--- config.mk ---
export PLATFORM = sky130hd
export DESIGN_NAME = serial_pattern_tx
export DESIGN_NICKNAME = d
export VERILOG_FILES = /design/src/rtl/serial_pattern_tx.sv
export SDC_FILE = /design/constraint.sdc
export NUM_CORES = 1
export LEC_CHECK = 0
export ABC_AREA = 1
export BUFFER_PORTS_ARGS = -buffer_cell sky130_fd_sc_hd__buf_2
export CAP_MARGIN = 20
export CORE_MARGIN = 2
export CORE_UTILIZATION = 60
export DETAILED_ROUTE_END_ITERATION = 12
export PLACE_DENSITY = 0.82
export SETUP_SLACK_MARGIN = 0.2
export SLEW_MARGIN = 25
export SYNTH_ARGS = -nofsm -noshare
export SYNTH_HDL_FRONTEND = slang
export SYNTH_SLANG_ARGS = --single-unit
--- constraint.sdc ---
create_clock -name clk -period 3.02 [get_ports clk]
set_input_delay 0.453 -clock clk [delete_from_list [all_inputs] [get_ports clk]]
set_output_delay 0.453 -clock clk [all_outputs]
set_load 0.01 [all_outputs]
--- src/rtl/serial_pattern_tx.sv ---
// Serial pattern transmitter: captures a parallel pattern and shifts it out MSB-first,
// optionally repeating it with a forced-low gap between repetitions.
module serial_pattern_tx #(
    parameter int unsigned WIDTH = 8,
    parameter int unsigned LW    = 4,
    parameter int unsigned RW    = 4,
    parameter int unsigned GAP   = 1
) (
    input  logic             clk,
    input  logic             rst,
    input  logic             start,
    input  logic [WIDTH-1:0] data,
    input  logic [LW-1:0]    len,
    input  logic [RW-1:0]    reps,
    output logic             ready,
    output logic             busy,
    output logic             bit_out,
    output logic             bit_valid,
    output logic             done
);

    localparam logic [1:0] StIdle  = 2'd0;
    localparam logic [1:0] StShift = 2'd1;
    localparam logic [1:0] StGap   = 2'd2;
    localparam logic [1:0] StDone  = 2'd3;

    localparam logic [LW-1:0] LenMax  = LW'(WIDTH);
    localparam int unsigned   GW      = (GAP > 1) ? $clog2(GAP + 1) : 1;
    localparam logic [GW-1:0] GapLoad = GW'((GAP > 0) ? GAP - 1 : 0);

    logic [1:0]       state_q, state_d;
    logic [WIDTH-1:0] pat_q, pat_d;
    logic [WIDTH-1:0] sh_q, sh_d;
    logic [LW-1:0]    len_q, len_d;
    logic [LW-1:0]    bit_cnt_q, bit_cnt_d;
    logic [RW-1:0]    rep_cnt_q, rep_cnt_d;
    logic [GW-1:0]    gap_cnt_q, gap_cnt_d;
    logic             bit_out_q, bit_out_d;
    logic             valid_q, valid_d;
    logic             done_q, done_d;
    logic             busy_q, busy_d;

    logic [LW-1:0]    len_c;
    logic [WIDTH-1:0] cap_pat;

    // Pattern is left-aligned at capture so the next bit is always the MSB of the shifter.
    assign len_c   = (len > LenMax) ? LenMax : len;
    assign cap_pat = data << (LenMax - len_c);

    assign ready     = (state_q == StIdle);
    assign busy      = busy_q;
    assign bit_out   = bit_out_q;
    assign bit_valid = valid_q;
    assign done      = done_q;

    always_comb begin
        state_d   = state_q;
        pat_d     = pat_q;
        sh_d      = sh_q;
        len_d     = len_q;
        bit_cnt_d = bit_cnt_q;
        rep_cnt_d = rep_cnt_q;
        gap_cnt_d = gap_cnt_q;
        bit_out_d = 1'b0;
        valid_d   = 1'b0;
        done_d    = 1'b0;
        busy_d    = busy_q;

        unique case (state_q)
            StIdle: begin
                busy_d = 1'b0;
                if (start) begin
                    pat_d     = cap_pat;
                    len_d     = len_c;
                    rep_cnt_d = (reps == '0) ? '0 : reps - RW'(1);
                    if (len_c == '0) begin
                        state_d = StDone;
                        done_d  = 1'b1;
                    end else begin
                        state_d   = StShift;
                        bit_out_d = cap_pat[WIDTH-1];
                        valid_d   = 1'b1;
                        sh_d      = cap_pat << 1;
                        bit_cnt_d = len_c - LW'(1);
                        busy_d    = 1'b1;
                    end
                end
            end
            StShift: begin
                if (bit_cnt_q != '0) begin
                    bit_out_d = sh_q[WIDTH-1];
                    valid_d   = 1'b1;
                    sh_d      = sh_q << 1;
                    bit_cnt_d = bit_cnt_q - LW'(1);
                end else if (rep_cnt_q != '0) begin
                    if (GAP > 0) begin
                        state_d   = StGap;
                        gap_cnt_d = GapLoad;
                    end else begin
                        bit_out_d = pat_q[WIDTH-1];
                        valid_d   = 1'b1;
                        sh_d      = pat_q << 1;
                        bit_cnt_d = len_q - LW'(1);
                        rep_cnt_d = rep_cnt_q - RW'(1);
                    end
                end else begin
                    state_d = StDone;
                    done_d  = 1'b1;
                    busy_d  = 1'b0;
                end
            end
            StGap: begin
                if (gap_cnt_q != '0) begin
                    gap_cnt_d = gap_cnt_q - GW'(1);
                end else begin
                    state_d   = StShift;
                    bit_out_d = pat_q[WIDTH-1];
                    valid_d   = 1'b1;
                    sh_d      = pat_q << 1;
                    bit_cnt_d = len_q - LW'(1);
                    rep_cnt_d = rep_cnt_q - RW'(1);
                end
            end
            StDone: begin
                state_d = StIdle;
                busy_d  = 1'b0;
            end
            default: begin
                state_d = StIdle;
                busy_d  = 1'b0;
            end
        endcase
    end

    always_ff @(posedge clk) begin
        if (rst) begin
            state_q   <= StIdle;
            pat_q     <= '0;
            sh_q      <= '0;
            len_q     <= '0;
            bit_cnt_q <= '0;
            rep_cnt_q <= '0;
            gap_cnt_q <= '0;
            bit_out_q <= 1'b0;
            valid_q   <= 1'b0;
            done_q    <= 1'b0;
            busy_q    <= 1'b0;
        end else begin
            state_q   <= state_d;
            pat_q     <= pat_d;
            sh_q      <= sh_d;
            len_q     <= len_d;
            bit_cnt_q <= bit_cnt_d;
            rep_cnt_q <= rep_cnt_d;
            gap_cnt_q <= gap_cnt_d;
            bit_out_q <= bit_out_d;
            valid_q   <= valid_d;
            done_q    <= done_d;
            busy_q    <= busy_d;
        end
    end

endmodule

==> out/results.ini, run 1 <==
[outcome]
status = complete, no violations

[global_route]
grt_use_total_pct = 26.97
grt.busiest_layer = met2
grt_util_met3_pct = 4.643
grt_use_met2_pct = 46.84
grt_max_degree = 19
first_global_vias = 1927
grt_use_met1_pct = 33.52
wire_length_of_the_first_global_routing_pass_um = 8556
antenna_found_initial = 0
grt-ovfl-total = 0

[routing]
routed_len_inst_um = 12.61
dr.first_iter.drc_count = 123
final_antenna_net_count = 0
vias_per_cell = 5.450
post-route-drc-count = 0
finalWirelength_um = 4930
via_count = 2131
detail_route.first_pass.iterations = 4

[logic_synthesis]
seq_area_frac_synth_pct = 31.22
synthesis.instances = 324
async_flop_share_pct = 0
number_of_enable_type_register_cells_in_the_synthesized_netlist = 0
synth_seq_cells = 33
netlist-cell-type-count = 32
yosys_warnings = 0
synth_nets = 351
mean_instance_size_in_the_synthesized_netlist_um2 = 6.530
synth_flop_cell = sky130_fd_sc_hd__dfxtp_1
synth.cell_area_um2 = 2116

[clocking]
cts_root_buffer = sky130_fd_sc_hd__clkbuf_4
cts_tree = done
clock_latency_on_the_worst_skew_pair_ns = 0.34
post-cts-setup-buffers = 0
cts.sink_count = 33
htree_levels = 2
max-clock-path-buffers = 2
number_of_buffers_added_by_the_clock_tree_synthesis_step = 5
ctsResizeCount = 0
cts.hold.buffers_added = 0
path_clk_slew_ns = 0.10

[sta]
timing.final.crit_share_pct = 69.65
tns_ns = 0
worst-slew-pin-transition_ns = 0.6269
worst_clock_skew_ns = 0.01018
post-route-worst-setup-slack_ns = 0.9166
grt_setup_unrepaired = false
finalMaxSlewViolations = 0
whs_ns = 0.4250
final_period_minus_worst_setup_slack_ns = 2.103
setup-violations-final = 0
fmax_ghz = 0.4754
number_of_hold_violations_in_the_final_report = 0
slew-limit-headroom_pct = 58.20

[finish]
area.growth.synth_to_final_pct = 8.693
post_route_cells_drive_above_1_share_pct = 12.46
fillCellCount = 333
final_core_util_pct = 68.38
finish.net_count = 372
layout_common_cells = sky130_fd_sc_hd__nand2_1 (62), sky130_fd_sc_hd__inv_1 (50), sky130_fd_sc_hd__a21oi_1 (37)
insertedDiodeCount = 0
finish.cell_count_without_fillers = 391
layout_commonest_cell = sky130_fd_sc_hd__nand2_1

[flow_run]
max_cap_viol_count = 0

[min_path]
worstHoldPathType = primary input to register
hp-start = reps[0]

[die]
chipHeight_um = 63.38
floorplan.initialDensity_pct = 62.91
dieWidth_um = 63.38
rows = 21
io-pin-count = 24
die_area_um2 = 4017
core_um2 = 3363

[worst_setup_path]
timing.critical_path.to_type = register
crit_path_max_fanout = 15
critical_path.reg2reg.startpoint = state_q[0]$_SDFFE_PP0P_
worst_ep_required_time_ns = 3.23
critPathLaunchType = register
cp_arrival_ns = 2.31
timing.setup.critical_path_class = register to register
worstSetupStartpoint = state_q[0]$_SDFFE_PP0P_

[placement]
dpl.cell_count = 384
portBuffers = 23
place.gp.congestion = 0.8840
dpl.hpwl_um = 3857
post-place-ws_ns = 0.5987

[pwr]
cellPowerDensity_nw_per_um2 = 862.9
power.ir.vdd_worst_mv = 0.3969
p_leak_nw = 1.136

[layout make-up]
type / instances / area [um^2] / share of cell area [%]
tap: 46 / 57.56 / 2.503
clock buffer: 7 / 55.05 / 2.394
sequential: 33 / 660.6 / 28.73
timing repair buffer: 26 / 137.6 / 5.985
multi-input combinational: 228 / 1197 / 52.07
inverter: 51 / 191.4 / 8.324
[routing by layer]
layer  vias to the layer above  routed length [um]  share of wire [%]
li1                       1101                   -                  -
met4                         0                  59                1.2
met3                         7                 234                4.7
met5                         -                   0                  0
met2                        49                2508                 51
met1                       974                2127                 43
[stage by stage]
step / cell area [um^2] / power [mW]
floorplan: 2116 / 1.484
global placement: 2245 / 1.717
detailed placement: 2245 / 1.730
CTS: 2300 / 1.981
global route: 2300 / 2.203
finish: 2300 / 1.984
[registers in the layout (all words and copies together) (netlist names)]
signal and flops:
rep_cnt_q 4, state_q 2, done 1, pat_q 8
sh_q 7, busy 1, bit_valid 1, bit_cnt_q 4
bit_out 1, len_q 4
[power breakdown]
part           switching [mW]  leakage (nW)  internal, mW  total [mW]
Combinational           0.687         0.832         0.371        1.06
Clock                   0.142        0.0314         0.110       0.252
Sequential             0.0813         0.273         0.594       0.675
[worst max-delay path, stage by stage (launching register included)]
cell                      delay [ns]
sky130_fd_sc_hd__dfxtp_1        0.41
sky130_fd_sc_hd__inv_1          0.10
sky130_fd_sc_hd__ha_1           0.49
sky130_fd_sc_hd__inv_1          0.30
sky130_fd_sc_hd__nand2_1        0.09
sky130_fd_sc_hd__nand2_1        0.09
sky130_fd_sc_hd__inv_1          0.05
sky130_fd_sc_hd__ha_1           0.18
sky130_fd_sc_hd__xnor2_1        0.18
sky130_fd_sc_hd__a21oi_1        0.09
[synth_stat cells, drive strengths merged (3+ instances only)]
library cell	count	share of area, %
inv	51	9.0
o22ai	3	0.89
nand3	36	8.5
a21oi	37	8.8
o21ai	31	7.3
buf	5	1.9
a221oi	3	1.2
dfxtp	33	31
nor2	24	4.6
ha	8	4.7
clkbuf	7	1.2
nand2	68	14
[path summary, 6_finish.rpt]
kind,to,slack [ns],depth (start not counted)
setup reg to reg,bit_cnt_q[2]$_SDFFE_PP0P_,0.92,9
hold reg to reg,sh_q[1]$_SDFFE_PP0P_,0.46,2
setup / recovery,bit_cnt_q[2]$_SDFFE_PP0P_,0.92,9
hold / removal,rep_cnt_q[0]$_SDFFE_PP0P_,0.43,4
[kinds of logic after synthesis]
kind of cell	synth area share, %
xor gates and xnor gates	1.597
buffers and inverters	12.18
and+or+nand+nor	29.39
AOI/OAI and AO/OA	20.88
DFF	31.22
adders and majority gates	4.731
(Power assumes the default switching activity.)
==> run 2, diff against run 1 <==
--- a/config.mk
+++ b/config.mk
@@ -5,13 +5,13 @@
 export SDC_FILE = /design/constraint.sdc
 export NUM_CORES = 1
 export LEC_CHECK = 0
-export ABC_AREA = 1
+export ABC_AREA = 0
 export BUFFER_PORTS_ARGS = -buffer_cell sky130_fd_sc_hd__buf_2
 export CAP_MARGIN = 20
 export CORE_MARGIN = 2
-export CORE_UTILIZATION = 60
+export CORE_UTILIZATION = 52
 export DETAILED_ROUTE_END_ITERATION = 12
-export PLACE_DENSITY = 0.82
+export PLACE_DENSITY = 0.75
 export SETUP_SLACK_MARGIN = 0.2
 export SLEW_MARGIN = 25
 export SYNTH_ARGS = -nofsm -noshare
==> constraint.sdc (replaced) <==
create_clock -name clk -period 1.9 [get_ports clk]
set_input_delay 0.285 -clock clk [delete_from_list [all_inputs] [get_ports clk]]
set_output_delay 0.285 -clock clk [all_outputs]
set_load 0.01 [all_outputs]
==> out/results.ini, run 2 <==
[outcome]
status = complete, no violations

[clocking]
clock_latency_on_the_worst_skew_pair_ns = 0.28
number_of_buffers_added_by_the_clock_tree_synthesis_step = 5
htree_levels = 2
max-clock-path-buffers = 2
cts_root_buffer = sky130_fd_sc_hd__clkbuf_8
path_clk_slew_ns = 0.07
cts.sink_count = 33
cts.hold.buffers_added = 0
cts_tree = done

[logic_synthesis]
synth_nets = 284
synth_area_leaders = sky130_fd_sc_hd__dfxtp_1 (32%), sky130_fd_sc_hd__mux4_2 (5.4%), sky130_fd_sc_hd__nand2_1 (5.4%)
yosys_warnings = 0
number_of_enable_type_register_cells_in_the_synthesized_netlist = 0
post-synth-top-area-fraction_pct = 31.71
synth_top_cells_by_count = sky130_fd_sc_hd__dfxtp_1 (33), sky130_fd_sc_hd__nand2_1 (30), sky130_fd_sc_hd__nor2_1 (25)
synth.cell_area_um2 = 2083
synth.largest_area_cell = sky130_fd_sc_hd__dfxtp_1
synth_flop_cell = sky130_fd_sc_hd__dfxtp_1
mean_instance_size_in_the_synthesized_netlist_um2 = 8.106
synth_seq_cells = 33
yosysMostFrequentCell = sky130_fd_sc_hd__dfxtp_1
synthesis.instances = 257
async_flop_share_pct = 0
seq_area_frac_synth_pct = 31.71
netlist-cell-type-count = 52

[global_route]
grt-ovfl-total = 0
first_global_vias = 2092
grt_use_total_pct = 27.37
antenna_found_initial = 0
wire_length_of_the_first_global_routing_pass_um = 9377
grt_max_degree = 29

[sta]
grt_setup_unrepaired = true
fmax_ghz = 0.5772
tns_ns = 0
number_of_hold_violations_in_the_final_report = 0
final_period_minus_worst_setup_slack_ns = 1.732
timing.final.crit_share_pct = 91.18
worst_clock_skew_ns = 0.005577
worst-slew-pin-transition_ns = 0.5435
finalMaxSlewViolations = 0
slew-limit-headroom_pct = 63.77
setup-violations-final = 0

[finish]
finish.net_count = 339
largest_registers = pat_q: 8 flops, sh_q: 7 flops
fillCellCount = 307
flip_flop_count_of_the_largest_register_after_layout = 8
finish.cell_count_without_fillers = 361
multi_input_comb_area_um2 = 1510
layout_commonest_cell = sky130_fd_sc_hd__buf_4
insertedDiodeCount = 0
registers.top_by_ff_count = pat_q
area.growth.synth_to_final_pct = 35.50
layout_common_cells = sky130_fd_sc_hd__buf_4 (41), sky130_fd_sc_hd__dfxtp_1 (31), sky130_fd_sc_hd__nand2_1 (28)
post_route_cells_drive_above_1_share_pct = 36.66
register_area_um2 = 663.1

[placement]
dpl.cell_count = 347
place.gp.congestion = 0.8709
dpl.hpwl_um = 4092
portBuffers = 23

[pwr]
p_leak_nw = 1.106
power.ir.vdd_worst_mv = 0.9714
cellPowerDensity_nw_per_um2 = 1439

[worst_setup_path]
worst_ep_required_time_ns = 2.04
timing.setup.critical_path_class = register to register
worst_r2r_endpoint = sh_q[6]$_SDFFE_PP0P_
crit_path_max_fanout = 7
critical_path.reg2reg.startpoint = state_q[0]$_SDFFE_PP0P_
worst_path_largest_cell_delay_ns = 0.33
timing.critical_path.cells = buf_6 > ha_4 > buf_6 > buf_4 > buf_4 > a221o_1 > mux2i_1 > a311oi_1
critPathLaunchType = register
worst-r2r-cell-count = 8
worstSetupStartpoint = state_q[0]$_SDFFE_PP0P_
cp_arrival_ns = 1.87
rrSetupSlack_ns = 0.17
critical_path.slowest_cell = sky130_fd_sc_hd__dfxtp_2
timing.critical_path.to_type = register

[routing]
routed_len_inst_um = 16.81
vias_per_cell = 6.258
dr.first_iter.drc_count = 218
via_count = 2259
detail_route.first_pass.iterations = 5
finalWirelength_um = 6069
final_antenna_net_count = 0
post-route-drc-count = 0

[die]
floorplan.initialDensity_pct = 53.23
core_um2 = 3914
die_area_um2 = 4529
rows = 23
chipHeight_um = 67.30
io-pin-count = 24
dieWidth_um = 67.30

[flow_run]
max_cap_viol_count = 0

[min_path]
hp-start = data[0]
min_path_cells = 3
worstHoldPathType = primary input to register
hold_end = pat_q[0]$_SDFFE_PP0P_

-- run 2: logic make-up after synthesis --
kind of cell	synth area share [%]
and+or+nand+nor	21.38
AOI/OAI and AO/OA	26.97
DFF	31.71
buffers and inverters	6.486
muxes	7.808
adders and majority gates	4.805
xor gates and xnor gates	0.8410
-- run 2: per-stage QoR --
stage	hold WS (ns)	utilization (%)	instance area, um^2	worst slack, ns	power, mW
6_report	0.3174	72.12	2823	0.1675	4.062
5_1_grt	0.3434	72.12	2823	0.1037	4.316
4_1_cts	0.3180	70.62	2764	0.1869	3.889
3_5_place_dp	0.4466	64.10	2509	-0.4854	3.063
3_3_place_gp	0.4404	64.10	2509	-0.3729	3.015
2_1_floorplan	0.4315	-	2186	-0.1485	2.391
-- run 2: layout make-up --
| type | instances | share of cell area, % |
|---|---|---|
| Inverter | 10 | 1.551 |
| Sequential cell | 33 | 23.49 |
| Tap cell | 50 | 2.216 |
| Multi-Input combinational cell | 195 | 53.50 |
| Timing Repair Buffer | 67 | 16.62 |
| Clock buffer | 5 | 2.438 |
| Clock inverter | 1 | 0.1773 |
-- run 2: power by group --
part	leakage, nW	switching, mW	internal, mW
clock network	0.0399	0.244	0.241
logic	0.795	1.29	1.22
registers	0.272	0.171	0.897
total	1.11	1.71	2.35
-- run 2: worst max path at each step --
stage | endpoint | slack [ns] | cells past startpoint
after floorplan | sh_q[7]$_SDFFE_PP0P_ | -0.15 | 10
after global placement | sh_q[6]$_SDFFE_PP0P_ | -0.37 | 9
after detailed placement | sh_q[6]$_SDFFE_PP0P_ | -0.49 | 9
after CTS | bit_cnt_q[2]$_SDFFE_PP0P_ | 0.19 | 6
after global routing | bit_cnt_q[2]$_SDFFE_PP0P_ | 0.10 | 8
final | sh_q[6]$_SDFFE_PP0P_ | 0.17 | 8
-- run 2: what timing repair did --
action | 4_1_cts | 5_1_grt
gates resized for setup | 29 | 11
pin swaps | 7 | 8
setup endpoints to repair | 17 | 15
setup buffers | 7 | 1
cloned | 0 | 0
-- run 2: metal layers --
layer  GRT usage [%]  wire [um]  share of wire, %
met1           34.23       2563                42
met2           45.05       3035                50
met3           7.500        333               5.5
met4           9.949        136               2.2
met5               0          0                 0
-- run 2: worst max-delay path, delay by kind of cell (launching register included) --
family / cells / cell delay [ns]
AOI/OAI and AO/OA: 2 / 0.38
adders and majority gates: 1 / 0.17
buffers and inverters: 4 / 0.55
DFF: 1 / 0.33
muxes: 1 / 0.16
==> run 3, diff against run 2 <==
--- a/config.mk
+++ b/config.mk
@@ -8,6 +8,7 @@
 export ABC_AREA = 0
 export BUFFER_PORTS_ARGS = -buffer_cell sky130_fd_sc_hd__buf_2
 export CAP_MARGIN = 20
+export CORE_ASPECT_RATIO = 0.7
 export CORE_MARGIN = 2
 export CORE_UTILIZATION = 52
 export DETAILED_ROUTE_END_ITERATION = 12
==> out/results.ini, run 3 (synthesized netlist as in run 2, its figures left out) <==
[finish]
insertedDiodeCount = 0
area.growth.synth_to_final_pct = 39.40
layout_commonest_cell = sky130_fd_sc_hd__buf_4
post_route_cells_drive_above_1_share_pct = 38.61
fillCellCount = 268
finish.net_count = 343
flip_flop_count_of_the_largest_register_after_layout = 8
registers.top_by_ff_count = pat_q
layout_common_cells = sky130_fd_sc_hd__buf_4 (42), sky130_fd_sc_hd__dfxtp_1 (31), sky130_fd_sc_hd__nand2_1 (28)
largest_registers = pat_q: 8 flops, sh_q: 7 flops

[clocking]
cts_root_buffer = sky130_fd_sc_hd__clkbuf_8
cts.sink_count = 33
htree_levels = 2
path_clk_slew_ns = 0.07
cts.hold.buffers_added = 0
number_of_buffers_added_by_the_clock_tree_synthesis_step = 5
cts_tree = done
clock_latency_on_the_worst_skew_pair_ns = 0.29
max-clock-path-buffers = 2

[routing]
routed_len_inst_um = 16.48
via_count = 2237
post-route-drc-count = 0
vias_per_cell = 6.079
finalWirelength_um = 6065
route.top_layer_used = met4
detail_route.first_pass.iterations = 5
dr_wl_met2_um = 2829
final_antenna_net_count = 0
met3_wirelength_um = 287
dr.first_iter.drc_count = 161
met1Wirelength_um = 2817

[die]
dieWidth_um = 79.65
io-pin-count = 24
floorplan.initialDensity_pct = 53.76
die_area_um2 = 4536
core_um2 = 3875
chipHeight_um = 56.96
rows = 19

[worst_setup_path]
timing.setup.critical_path_class = primary input to register
worst_path_largest_cell_delay_ns = 0.39
crit_path_max_fanout = 6
critical_path.slowest_cell = sky130_fd_sc_hd__or3b_4
worst_ep_required_time_ns = 2.12
cp_arrival_ns = 1.94
critPathLaunchType = primary input
critPathTopFamily = compound AO/OA/AOI/OAI gates
timing.critical_path.cells = buf_2 > nor2b_4 > inv_2 > ha_4 > or3b_4 > a21boi_2 > a211o_1 > buf_4 > nand2_1 > a21oi_1
timing.critical_path.to_type = register
cp_num_buf_inv = 3
rrSetupSlack_ns = 0.19

[pwr]
power.ir.vdd_worst_mv = 0.8964
comb_power_share_pct = 62.0
switching_power_mw = 1.743
cellPowerDensity_nw_per_um2 = 1450
power.share.switching_pct = 41.42
p_clk_share_pct = 12.9
power_frac_seq_pct = 25.1
p_leak_nw = 1.140
internal_power_mw = 2.466

[outcome]
status = complete, no violations

[sta]
worst-slew-pin-transition_ns = 0.4789
worst_clock_skew_ns = 0.004061
fmax_ghz = 0.5813
post-route-worst-setup-slack_ns = 0.1797
final_period_minus_worst_setup_slack_ns = 1.720
slew-limit-headroom_pct = 68.07
grt_setup_unrepaired = true
whs_ns = 0.3278
finalMaxSlewViolations = 0
tns_ns = 0
number_of_hold_violations_in_the_final_report = 0
setup-violations-final = 0
timing.final.crit_share_pct = 90.54

[flow_run]
max_cap_viol_count = 0

[global_route]
first_global_vias = 2083
grt-ovfl-total = 0
wire_length_of_the_first_global_routing_pass_um = 9887
antenna_found_initial = 0
grt_use_total_pct = 28.12
grt_max_degree = 27

[placement]
dpl.hpwl_um = 4153
post-place-ws_ns = -0.5227
place.gp.congestion = 0.8252
portBuffers = 23

[min_path]
worstHoldPathType = primary input to register

[run 3: what timing repair did]
action,in CTS,in global routing
gates resized for setup,27,21
pin swaps,9,13
buffers inserted,7,2
endpoints found under the setup margin,17,18
[run 3: routing by layer]
layer  vias to the layer above  GRT usage, %
li1                       1073             -
met1                      1073         39.66
met2                        76         42.74
met3                        15         6.171
met4                         0         10.10
met5                         -             0
[run 3: worst min-delay path, stage by stage]
cell and delay (ns):
sky130_fd_sc_hd__buf_2 0.14, sky130_fd_sc_hd__nand3_1 0.08, sky130_fd_sc_hd__a21oi_1 0.05
[run 3: through the flow]
step	total power [mW]	std cells	utilization, %	instance area [um^2]
after global placement	3.057	352	65.71	2546
after detailed placement	3.111	352	65.71	2546
final	4.209	368	74.94	2904
after global routing	4.487	368	74.94	2904
after floorplan	2.391	257	-	2186
after CTS	3.947	366	72.30	2801
[run 3: worst paths after layout]
check,startpoint,to,cells after the start
max,len[1],sh_q[5]$_SDFFE_PP0P_,10
min,data[0],pat_q[0]$_SDFFE_PP0P_,3
max reg2reg,state_q[1]$_SDFFE_PP0P_,bit_cnt_q[2]$_SDFFE_PP0P_,6
min reg2reg,pat_q[0]$_SDFFE_PP0P_,pat_q[0]$_SDFFE_PP0P_,2
[run 3: power by group through the flow]
stage | clock network (mW) | logic, mW | registers [mW]
after floorplan | 0 | 1.38 | 1.02
after global placement | 0 | 2.04 | 1.02
after detailed placement | 0 | 2.08 | 1.03
after CTS | 0.545 | 2.37 | 1.03
after global routing | 0.588 | 2.82 | 1.08
final | 0.544 | 2.61 | 1.06
[run 3: area by class of cell]
| type | count | area [um^2] | area share (%) |
|---|---|---|---|
| Timing Repair Buffer | 71 | 535.5 | 18.44 |
| Inverter | 10 | 47.55 | 1.637 |
| Multi-Input combinational cell | 195 | 1504 | 51.79 |
| Clock buffer | 7 | 86.33 | 2.973 |
| Sequential cell | 33 | 665.6 | 22.92 |
| Tap cell | 52 | 65.06 | 2.240 |
